## src/rtl/bsg_dram_traffic_tracker_pkg.sv

```systemverilog
// Shared definitions for the DRAM traffic tracker.
//   - state_e : tracker phase (IDLE, RUN, DRAIN, DONE)
//   - calc_lg_ch : channel-id width, never narrower than one bit
//   - BSG_DRAM_TRAFFIC_TRACKER_REQ_S(addr_w) : packed request struct
//     {write_not_read, ch_addr}. The address width is only known inside
//     the including module, so the struct body is supplied as a macro
//     that the module expands with its own parameter.
package bsg_dram_traffic_tracker_pkg;

    typedef enum logic [1:0] {
        IDLE  = 2'd0,
        RUN   = 2'd1,
        DRAIN = 2'd2,
        DONE  = 2'd3
    } state_e;

    function automatic int calc_lg_ch(input int n);
        return (n <= 1) ? 1 : $clog2(n);
    endfunction

endpackage

`define BSG_DRAM_TRAFFIC_TRACKER_REQ_S(addr_w) \
    struct packed { logic write_not_read; logic [(addr_w)-1:0] ch_addr; }

```

## src/rtl/bsg_dram_traffic_tracker_channel.sv

```systemverilog
// Per-channel bookkeeping for the DRAM traffic tracker.
// Optional feature macro: BSG_DRAM_TRAFFIC_TRACKER_LATENCY_EN (adds the
// Little's-law latency accumulator and its count_en_i / lat_accum_o ports).
// Ports:
//   clk_i, reset_i  : clock, synchronous active-high reset
//   issue_i         : a request was handed to this channel this cycle
//   data_v_i        : read completion this cycle
//   write_done_i    : write completion this cycle
//   credit_ok_o     : channel is below its outstanding limit
//   idle_o          : nothing outstanding
//   underflow_o     : completions this cycle exceed what is outstanding
//   read_count_o    : read completions seen (wraps)
//   write_count_o   : write completions seen (wraps)
//   count_en_i      : (macro) tracker is in RUN or DRAIN
//   lat_accum_o     : (macro) saturating sum of outstanding count per cycle
module bsg_dram_traffic_tracker_channel #(
    parameter int max_outstanding_p = 64,
    parameter int counter_width_p   = 32,
    parameter int lg_out_lp         = $clog2(max_outstanding_p + 1)
) (
    input  logic                       clk_i,
    input  logic                       reset_i,
    input  logic                       issue_i,
    input  logic                       data_v_i,
    input  logic                       write_done_i,
    output logic                       credit_ok_o,
    output logic                       idle_o,
    output logic                       underflow_o,
    output logic [counter_width_p-1:0] read_count_o,
    output logic [counter_width_p-1:0] write_count_o
`ifdef BSG_DRAM_TRAFFIC_TRACKER_LATENCY_EN
    ,
    input  logic                       count_en_i,
    output logic [counter_width_p-1:0] lat_accum_o
`endif
);

    localparam int sum_w_lp = lg_out_lp + 1;

    logic [lg_out_lp-1:0]       out_q, out_d;
    logic [sum_w_lp-1:0]        avail;
    logic [1:0]                 ret;
    logic [counter_width_p-1:0] read_q, read_d, write_q, write_d;

    // Issue and completions net out in the same cycle; underflow is judged
    // on the net result and the counter clamps at zero.
    assign avail       = {1'b0, out_q} + sum_w_lp'(issue_i);
    assign ret         = {1'b0, data_v_i} + {1'b0, write_done_i};
    assign underflow_o = avail < sum_w_lp'(ret);
    assign out_d       = underflow_o ? '0 : lg_out_lp'(avail - sum_w_lp'(ret));

    assign credit_ok_o = out_q < lg_out_lp'(max_outstanding_p);
    assign idle_o      = (out_q == '0);

    assign read_d  = read_q + counter_width_p'(data_v_i);
    assign write_d = write_q + counter_width_p'(write_done_i);

    assign read_count_o  = read_q;
    assign write_count_o = write_q;

    always_ff @(posedge clk_i) begin
        if (reset_i) begin
            out_q   <= '0;
            read_q  <= '0;
            write_q <= '0;
        end else begin
            out_q   <= out_d;
            read_q  <= read_d;
            write_q <= write_d;
        end
    end

`ifdef BSG_DRAM_TRAFFIC_TRACKER_LATENCY_EN
    logic [counter_width_p-1:0] lat_q, lat_d;
    logic [counter_width_p:0]   lat_sum;

    assign lat_sum = {1'b0, lat_q} + (counter_width_p + 1)'(out_q);

    always_comb begin
        lat_d = lat_q;
        if (count_en_i) begin
            lat_d = lat_sum[counter_width_p] ? '1 : lat_sum[counter_width_p-1:0];
        end
    end

    assign lat_accum_o = lat_q;

    always_ff @(posedge clk_i) begin
        if (reset_i) begin
            lat_q <= '0;
        end else begin
            lat_q <= lat_d;
        end
    end
`endif

endmodule

```

## src/rtl/bsg_dram_traffic_tracker.sv

```systemverilog
// Routes a single trace-replay request stream onto N DRAM channels, limits
// outstanding requests per channel, counts completions and elapsed cycles,
// and raises done_o once the trace has ended and every channel has drained.
// Optional feature macro: BSG_DRAM_TRAFFIC_TRACKER_LATENCY_EN (adds
// lat_accum_o, per-channel saturating sum of outstanding requests).
// Ports:
//   clk_i, reset_i          : clock, synchronous active-high reset
//   v_i, ch_id_i, write_not_read_i, ch_addr_i, yumi_o : trace request side
//   trace_done_i            : level, trace has no more requests
//   v_o, write_not_read_o, ch_addr_o, yumi_i : per-channel request side
//   data_v_i, write_done_i  : per-channel read / write completions
//   done_o                  : trace finished and drained (registered)
//   error_o                 : sticky protocol error
//   read_count_o, write_count_o, cycle_count_o : statistics
module bsg_dram_traffic_tracker
    import bsg_dram_traffic_tracker_pkg::*;
#(
    parameter int num_channels_p       = 8,
    parameter int channel_addr_width_p = 29,
    parameter int max_outstanding_p    = 64,
    parameter int counter_width_p      = 32,
    parameter int lg_ch_lp             = calc_lg_ch(num_channels_p),
    parameter int lg_out_lp            = $clog2(max_outstanding_p + 1)
) (
    input  logic                                                 clk_i,
    input  logic                                                 reset_i,
    input  logic                                                 v_i,
    input  logic [lg_ch_lp-1:0]                                  ch_id_i,
    input  logic                                                 write_not_read_i,
    input  logic [channel_addr_width_p-1:0]                      ch_addr_i,
    output logic                                                 yumi_o,
    input  logic                                                 trace_done_i,
    output logic [num_channels_p-1:0]                            v_o,
    output logic [num_channels_p-1:0]                            write_not_read_o,
    output logic [num_channels_p-1:0][channel_addr_width_p-1:0]  ch_addr_o,
    input  logic [num_channels_p-1:0]                            yumi_i,
    input  logic [num_channels_p-1:0]                            data_v_i,
    input  logic [num_channels_p-1:0]                            write_done_i,
    output logic                                                 done_o,
    output logic                                                 error_o,
    output logic [num_channels_p-1:0][counter_width_p-1:0]       read_count_o,
    output logic [num_channels_p-1:0][counter_width_p-1:0]       write_count_o,
    output logic [counter_width_p-1:0]                           cycle_count_o
`ifdef BSG_DRAM_TRAFFIC_TRACKER_LATENCY_EN
    ,
    output logic [num_channels_p-1:0][counter_width_p-1:0]       lat_accum_o
`endif
);

    typedef `BSG_DRAM_TRAFFIC_TRACKER_REQ_S(channel_addr_width_p) req_s;

    state_e                     state_q, state_d;
    logic                       error_q, error_d;
    logic [counter_width_p-1:0] cycle_q, cycle_d;

    req_s                       req;
    logic                       accepting;
    logic                       counting;
    logic                       bad_ch;
    logic [num_channels_p-1:0]  credit_ok;
    logic [num_channels_p-1:0]  ch_idle;
    logic [num_channels_p-1:0]  underflow;
    logic [num_channels_p-1:0]  issue;

    assign req = '{write_not_read: write_not_read_i, ch_addr: ch_addr_i};

    // Requests are only steered while the trace is live; a request seen in
    // DRAIN or DONE is a protocol error and is never handed to a channel.
    assign accepting = (state_q == IDLE) || (state_q == RUN);
    assign counting  = (state_q == RUN) || (state_q == DRAIN);

    // An out-of-range channel id is only representable when the channel
    // count is not a power of two.
    if ((1 << lg_ch_lp) > num_channels_p) begin : g_bad_ch
        assign bad_ch = v_i && (32'(ch_id_i) >= num_channels_p);
    end else begin : g_no_bad_ch
        assign bad_ch = 1'b0;
    end

    for (genvar gi = 0; gi < num_channels_p; gi++) begin : g_ch
        assign v_o[gi] = v_i && (ch_id_i == lg_ch_lp'(gi)) && credit_ok[gi] && accepting;
        assign write_not_read_o[gi] = req.write_not_read;
        assign ch_addr_o[gi]        = req.ch_addr;
        assign issue[gi]            = v_o[gi] && yumi_i[gi];

        bsg_dram_traffic_tracker_channel #(
            .max_outstanding_p (max_outstanding_p),
            .counter_width_p   (counter_width_p),
            .lg_out_lp         (lg_out_lp)
        ) u_channel (
            .clk_i         (clk_i),
            .reset_i       (reset_i),
            .issue_i       (issue[gi]),
            .data_v_i      (data_v_i[gi]),
            .write_done_i  (write_done_i[gi]),
            .credit_ok_o   (credit_ok[gi]),
            .idle_o        (ch_idle[gi]),
            .underflow_o   (underflow[gi]),
            .read_count_o  (read_count_o[gi]),
            .write_count_o (write_count_o[gi])
`ifdef BSG_DRAM_TRAFFIC_TRACKER_LATENCY_EN
            ,
            .count_en_i    (counting),
            .lat_accum_o   (lat_accum_o[gi])
`endif
        );
    end

    assign yumi_o = |issue;

    always_comb begin
        state_d = state_q;
        case (state_q)
            IDLE: begin
                if (v_i) begin
                    state_d = RUN;
                end else if (trace_done_i) begin
                    state_d = DRAIN;
                end
            end
            RUN: begin
                if (trace_done_i && !yumi_o) begin
                    state_d = DRAIN;
                end
            end
            DRAIN: begin
                if ((&ch_idle) && !(|data_v_i) && !(|write_done_i)) begin
                    state_d = DONE;
                end
            end
            DONE: state_d = DONE;
            default: state_d = IDLE;
        endcase
    end

    assign error_d = error_q || bad_ch || (v_i && !accepting) || (|underflow);
    assign cycle_d = (counting && (cycle_q != '1)) ? cycle_q + counter_width_p'(1) : cycle_q;

    always_ff @(posedge clk_i) begin
        if (reset_i) begin
            state_q <= IDLE;
            error_q <= 1'b0;
            cycle_q <= '0;
        end else begin
            state_q <= state_d;
            error_q <= error_d;
            cycle_q <= cycle_d;
        end
    end

    assign done_o        = (state_q == DONE);
    assign error_o       = error_q;
    assign cycle_count_o = cycle_q;

endmodule

```

## config.mk

```make
export PLATFORM = sky130hd
export DESIGN_NAME = bsg_dram_traffic_tracker
export DESIGN_NICKNAME = d
export VERILOG_FILES = /design/src/rtl/bsg_dram_traffic_tracker_pkg.sv /design/src/rtl/bsg_dram_traffic_tracker_channel.sv /design/src/rtl/bsg_dram_traffic_tracker.sv
export SDC_FILE = /design/constraint.sdc
export NUM_CORES = 1
export LEC_CHECK = 0
export CORE_AREA = 5 5 328 330
export DETAILED_ROUTE_END_ITERATION = 6
export DIE_AREA = 0 0 333 335
export PLACE_DENSITY_LB_ADDON = 0.2
export SLEW_MARGIN = 0
export SYNTH_ARGS = -nofsm -noshare
export SYNTH_HDL_FRONTEND = slang
export SYNTH_SLANG_ARGS = --single-unit
```

## constraint.sdc

```tcl
create_clock -name clk_i -period 4.55 [get_ports clk_i]
set_input_delay 0.91 -clock clk_i [delete_from_list [all_inputs] [get_ports clk_i]]
set_output_delay 0.91 -clock clk_i [all_outputs]
set_load 0.02 [all_outputs]
```

==> impl_results.md, run 1 <==
- DRC: 0
- Async SR Flop Fraction: 0
- Post-DP HPWL: 67.1 mm
- Post-CTS Hold Buffers: 0
- Worst endpoint required time: 3.64 ns
- Hold Path Class: register to register
- R2r setup slk: 0.77 ns
- Pins over their slew limit: 0
- GRT overflow: 0
- Number of synthesized register bits: 603
- Hold-critical path endpoint: g_ch[7].u_channel.write_count_o[31]$_SDFF_PP0_
- FILL cells: 10795
- Fin util: 0.358
- Path type of the worst setup path: input pin to primary output
- Register area share after synthesis: 0.414
- Element type at the critical path start: input pin
- Vias per inst: 4.60
- RSZ-0062 raised after global routing: false
- Final Hold Viols: 0
- Pint: 9.98 mW
- Nets@finish: 3889
- EDFF count, synth: 0
- # Post-CTS Setup Buffers: 0
- Synthesized net count: 3539
- Core ar.: 105000 um^2
- Top Ports: 856
- Initial antenna violation count: 7
- Final setup violation count: 0
- Placement Setup Slack: 0.0600 ns
- Sum Neg Setup Slack: 0 ns
- Layout cell share with drive strength beyond 1: 0.0510
- Final WS setup: 0.548 ns
- Row count: 119
- Post-route minimum period: 4.00 ns
- Clock-pin slew on the worst setup and hold paths: 0.06 ns
- GPL Wtd Cong: 0.803
- Die extent in y: 335 um
- IR drop worst, VDD: 0.226 mV
- Most frequent cells in the layout: dfxtp_1 (603), clkdlybuf4s50_1 (584), nor2_1 (552)
- Total CTS buffers: 76
- Switching Fraction: 0.276
- Worst-Margin Slew: 1.08 ns
- Die area: 112000 um^2
- Placed inst area: 34900 um^2
- Area grow syn2layout: 28.3%
- Syn Inst Count: 3392
- Largest net degree at the start of global routing: 109
- Commonest non-fill, non-tap cell in the layout: dfxtp_1
- P_sw: 3.80 mW
- DRT iter0 DRCs: 1120
- Vias: 23876
- Die X: 333 um
- Setup Skew: 0.0226 ns
- CTS Root Cell: clkbuf_16
- PwrDens: 368 nW/um^2
- Clock power share: 0.442
- Syn Area/Cell: 8.60 um^2
- Max Fclk: 250 MHz
- GRT Overall Usage: 0.152
- CP arrival: 3.09 ns
- Slew margin rel.: 0.275
- I/O Buffers: 585
- Status: complete, no violations
- Warnings, synthesis: 0
- CTS H-tree depth: 3
- Sequential power share: 0.425
- First-pass GRT wire length: 136 mm
- Initial DRT Pass Iterations: 6
- Synth cell types: 60
- CTS max path bufs: 3
- Mapped Area: 29200 um^2
- Drt total wl: 89.2 mm
- Worst flop-to-flop path startpoint: state_q[0]$_SDFFE_PP0P_
- Crit end category: primary output
- Final period util: 0.880
- Worst Reg-to-Reg Cells: 15
- Post-cts resize count: 0
- R2R Path End: g_ch[0].u_channel.out_q[6]$_SDFF_PP0_
- Initial Utilization: 0.279
- Post-route ant nets: 0
- Cell Count, Final, Fillers Out: 5195
- Wire per inst: 17.2 um
- CTS sink count: 603
- CP max FO: 6
- CTS tree: done
- Combinational power share: 0.132
- Placed insts: 5055
- Hold-critical path depth: 2
- Maxcap violations: 0
- Finished Cell Area: 37400 um^2
- Vias in the first global route: 22499
- Hold Crit Start: g_ch[7].u_channel.write_count_o[31]$_SDFF_PP0_
- Leak: 13.1 nW
- Main synth FF type: dfxtp_1
- Clock latency at the later pin of the worst-skew pair: 0.63 ns
==> power by group through the flow <==
stage | Combinational (mW) | Clock [mW] | Sequential [mW]
finish | 1.82 | 6.09 | 5.86
global route | 2.07 | 6.55 | 5.89
detailed placement | 1.84 | 0 | 5.96
global placement | 1.83 | 0 | 5.97
CTS | 1.85 | 6.34 | 5.86
floorplan | 1.69 | 0 | 5.83
==> layer usage <==
layer,up-vias,track usage,part of all wire
li1,11956,-,-
met1,11060,0.191,0.44
met2,694,0.242,0.45
met3,162,0.0558,0.077
met4,4,0.0503,0.033
met5,-,0.00468,0.00075
==> Yosys cell counts, types with 6 or more instances <==
master | instances | area share
or3_1 | 90 | 0.019
inv_1 | 73 | 0.0094
nor2b_1 | 41 | 0.0088
nand3_1 | 193 | 0.033
nand2_1 | 208 | 0.027
o21ai_0 | 85 | 0.015
ha_1 | 78 | 0.033
mux2i_1 | 8 | 0.0027
nor4_2 | 8 | 0.0034
a31oi_1 | 6 | 0.0013
xnor2_1 | 177 | 0.053
buf_4 | 240 | 0.062
nor2_1 | 552 | 0.071
nand4_1 | 123 | 0.026
and4_1 | 61 | 0.018
clkbuf_1 | 96 | 0.012
nor3_1 | 77 | 0.013
buf_1 | 9 | 0.0012
xor2_1 | 318 | 0.096
or2_2 | 11 | 0.0024
a21oi_1 | 89 | 0.015
fa_1 | 8 | 0.0055
and3_1 | 88 | 0.019
nor4_1 | 46 | 0.0099
and2_1 | 30 | 0.0064
dfxtp_1 | 603 | 0.41
mux2_2 | 7 | 0.0027
==> cell type report <==
type | count | area [um^2] | area share
Inverter | 73 | 274 | 0.00732
Timing Repair Buffer | 621 | 6190 | 0.166
Antenna cell | 2 | 5.00 | 0.000134
Tap cell | 1391 | 1740 | 0.0465
Multi-Input combinational cell | 2367 | 14600 | 0.390
Clock buffer | 114 | 2220 | 0.0595
Sequential cell | 603 | 12100 | 0.323
Clock inverter | 24 | 303 | 0.00809
==> state kept, by name, summed over array words and instances (netlist names) <==
| register | cells |
|---|---|
| cycle_count_o | 32 |
| error_o | 1 |
| g_ch.u_channel.out_q | 56 |
| g_ch.u_channel.read_count_o | 256 |
| g_ch.u_channel.write_count_o | 256 |
| state_q | 2 |
==> worst max-delay path: stages <==
cell             delay, ns
clkdlybuf4s50_1       0.57
o21ai_0               0.23
nor4_1                0.50
nor4_1                0.13
nand3_1               0.12
clkdlybuf4s50_1       0.64
==> how the worst max path moves through the flow <==
stage	from	to	slack, ns	cells after the start
4_1_cts	v_i	yumi_o	0.56	7
6_report	ch_id_i[1]	yumi_o	0.55	6
2_1_floorplan	v_i	g_ch[1].u_channel.out_q[2]$_SDFF_PP0_	0.67	12
5_1_grt	state_q[1]$_SDFFE_PP0P_	yumi_o	0.40	8
3_3_place_gp	ch_id_i[2]	g_ch[0].u_channel.out_q[6]$_SDFF_PP0_	0.07	14
3_5_place_dp	ch_id_i[2]	g_ch[0].u_channel.out_q[6]$_SDFF_PP0_	0.06	14
==> logic make-up (layout without fill, tap and decap cells) <==
logic type	after synthesis	in the layout	synth area share
compound gates	205	205	0.0381
xor+xnor	495	495	0.149
fa+ha+maj	86	86	0.0390
buf+inv	422	832	0.0854
flops	603	603	0.414
mux	15	15	0.00545
other cells	0	2	0
simple gates	1566	1566	0.269
==> metrics by stage <==
stage	power, mW	hold slack (ns)
floorplan	7.53	0.522
global placement	7.80	0.473
detailed placement	7.81	0.478
CTS	14.0	0.487
global route	14.5	0.516
finish	13.8	0.487
No activity file was read; power rests on OpenSTA's default activity.
==> run 2: changes to the inputs <==
--- a/config.mk
+++ b/config.mk
@@ -5,9 +5,12 @@
 export SDC_FILE = /design/constraint.sdc
 export NUM_CORES = 1
 export LEC_CHECK = 0
-export CORE_AREA = 5 5 328 330
+export CELL_PAD_IN_SITES_DETAIL_PLACEMENT = 1
+export CELL_PAD_IN_SITES_GLOBAL_PLACEMENT = 2
+export CORE_MARGIN = 5
+export CORE_UTILIZATION = 28
 export DETAILED_ROUTE_END_ITERATION = 6
-export DIE_AREA = 0 0 333 335
+export GPL_ROUTABILITY_DRIVEN = 0
 export PLACE_DENSITY_LB_ADDON = 0.2
 export SLEW_MARGIN = 0
 export SYNTH_ARGS = -nofsm -noshare
==> impl_results.md, run 2 (synthesized netlist as in run 1, its figures left out) <==
- Combinational power share: 0.141 (+0.009)
- P_sw: 3.82 mW (+0.71%)
- CTS max path bufs: 3 (unchanged)
- CTS sink count: 603 (unchanged)
- Area grow syn2layout: 28.5%
- Crit-path slowest cell: clkdlybuf4s50_1
- Nets@finish: 3904 (+0.39%)
- Buf/Inv on CP: 4 (+2)
- Initial antenna violation count: 6 (-1)
- Post-DP HPWL: 72.1 mm (+7.4%)
- Element type at the critical path start: input pin
- Clock latency at the later pin of the worst-skew pair: 0.64 ns (about the same)
- Register Area: 12100 um^2 (unchanged)
- Critical Path Max Stage Delay: 0.60 ns (-0.04 ns)
- CP delay by family, top: buffers and inverters
- Commonest non-fill, non-tap cell in the layout: dfxtp_1
- Hold_ws: 0.488 ns (+0.000856 ns)
- Row count: 118 (-0.84%)
- Cell Count, Final, Fillers Out: 5197 (+0.038%)
- Crit path depth: 8 (+2)
- Switching Fraction: 0.276 (+0.000670)
- Largest net degree at the start of global routing: 108 (-0.92%)
- Layout cell share with drive strength beyond 1: 0.0540 (+0.00296)
- GRT overflow: 0 (unchanged)
- Worst Reg-to-Reg Cells: 15 (unchanged)
- R2r setup slk: 0.77 ns (about the same)
- FILL cells: 11980 (+11%)
- Placement Setup Slack: 0.0180 ns (-0.0420 ns)
- R2R Path End: g_ch[0].u_channel.out_q[6]$_SDFF_PP0_
- Final period util: 0.928 (+0.0482)
- Sequential power share: 0.423 (-0.002)
- CTS Root Cell: clkbuf_16
- Top Ports: 856 (unchanged)
- Placed insts: 5059 (+0.079%)
- Die extent in y: 333 um (-0.68%)
- Vias per inst: 4.63 (+0.74%)
- Final setup violation count: 0 (unchanged)
- Wire per inst: 18.3 um (+6.7%)
- Most frequent cells in the layout: dfxtp_1 (603), clkdlybuf4s50_1 (583), nor2_1 (552)
- Clock-pin slew on the worst setup and hold paths: 0.06 ns (about the same)
- Die X: 333 um (about the same)
- IR drop worst, VDD: 0.252 mV (+12%)
- # Post-CTS Setup Buffers: 0 (unchanged)
- Pint: 10.0 mW (+0.37%)
- Pins over their slew limit: 0 (unchanged)
- I/O Buffers: 585 (unchanged)
- CP arrival: 3.31 ns (+0.22 ns)
- Slew margin rel.: 0.430 (+0.155)
- Total CTS buffers: 76 (unchanged)
- GRT Overall Usage: 0.165 (+0.0130)
- Post-CTS Hold Buffers: 0 (unchanged)
- PwrDens: 369 nW/um^2 (+0.31%)
- CTS H-tree depth: 3 (unchanged)
- Power Total: 13.8 mW (+0.47%)
- Post-route minimum period: 4.22 ns (+0.219 ns)
- Core ar.: 103000 um^2 (-0.98%)
- Clock power share: 0.436 (-0.006)
- Final Hold Viols: 0 (unchanged)
- DRC: 0 (unchanged)
- Drt total wl: 95.2 mm (+6.7%)
- Hold Crit Start: g_ch[7].u_channel.write_count_o[31]$_SDFF_PP0_
- Sum Neg Setup Slack: 0 ns (unchanged)
- Status: complete, no violations
- CP max FO: 6 (unchanged)
- Worst flop-to-flop path startpoint: state_q[0]$_SDFFE_PP0P_
- CTS tree: done
- Worst-Margin Slew: 0.855 ns (-0.224 ns)
- RSZ-0062 raised after global routing: false
- Post-route ant nets: 0 (unchanged)
- Vias: 24062 (+0.78%)
- Die area: 111000 um^2 (-0.77%)
- Crit end category: primary output
- Maxcap violations: 0 (unchanged)
- Initial Utilization: 0.282 (+0.00277)
- Max Fclk: 237 MHz (-5.2%)
- Leak: 13.2 nW (+0.52%)
- First-pass GRT wire length: 147 mm (+8.1%)
- Final WS setup: 0.329 ns (-0.219 ns)
- Path type of the worst setup path: input pin to primary output
- Setup crit end: yumi_o
- Initial DRT Pass Iterations: 5 (-1)
- Vias in the first global route: 23972 (+6.5%)
- Critical path, cell by cell: clkdlybuf4s50_1 > buf_4 > nand2_1 > nor4_1 > buf_4 > nor4_1 > nand3_1 > clkdlybuf4s50_1
- CP startpoint: v_i
- Worst endpoint required time: 3.64 ns (about the same)
- Post-cts resize count: 0 (unchanged)
- Setup Skew: 0.0292 ns (+0.00653 ns)
- Area of the multi-input gates: 14600 um^2 (unchanged)
- DRT iter0 DRCs: 852 (-24%)
- Hold Path Class: register to register
[run 2: layout make-up]
| type | instances | share of cell area |
|---|---|---|
| timing repair buffer | 636 | 0.169 |
| tap | 1380 | 0.0461 |
| antenna | 1 | 0.0000668 |
| clock inverter | 15 | 0.00411 |
| sequential | 603 | 0.322 |
| clock buffer | 122 | 0.0621 |
| multi-input combinational | 2367 | 0.390 |
| inverter | 73 | 0.00731 |
[run 2: how the worst min path moves through the flow]
stage | to | cells after the start
finish | g_ch[7].u_channel.write_count_o[31]$_SDFF_PP0_ | 2
global route | g_ch[7].u_channel.write_count_o[31]$_SDFF_PP0_ | 2
CTS | g_ch[7].u_channel.write_count_o[31]$_SDFF_PP0_ | 2
detailed placement | g_ch[7].u_channel.write_count_o[31]$_SDFF_PP0_ | 2
global placement | g_ch[0].u_channel.read_count_o[31]$_SDFF_PP0_ | 2
floorplan | g_ch[5].u_channel.out_q[5]$_SDFF_PP0_ | 2
[run 2: power by group through the flow]
stage          Clock (mW)  Sequential [mW]  Combinational [mW]
2_1_floorplan           0             5.83                1.69
6_report             6.03             5.86                1.95
4_1_cts              6.32             5.86                1.98
3_3_place_gp            0             5.98                1.95
3_5_place_dp            0             5.97                1.97
5_1_grt              6.50             5.90                2.19
[run 2: stage by stage]
step	utilization	area, um^2
floorplan	-	29200
global placement	0.338	35000
detailed placement	0.338	35000
CTS	0.362	37500
global route	0.362	37500
finish	0.362	37500
[run 2: worst min-delay path, cell delays in order (launching register included)]
cell,delay [ns]
dfxtp_1,0.32
o21ai_0,0.07
a21oi_1,0.06
[run 2: layer usage]
layer / wire (um) / up-vias / part of all wire / global-route usage
li1: - / 11958 / - / -
met1: 41600 / 11453 / 0.44 / 0.205
met2: 45400 / 506 / 0.48 / 0.282
met3: 6250 / 137 / 0.066 / 0.0503
met4: 1930 / 8 / 0.020 / 0.0375
met5: 46 / - / 0.00048 / 0
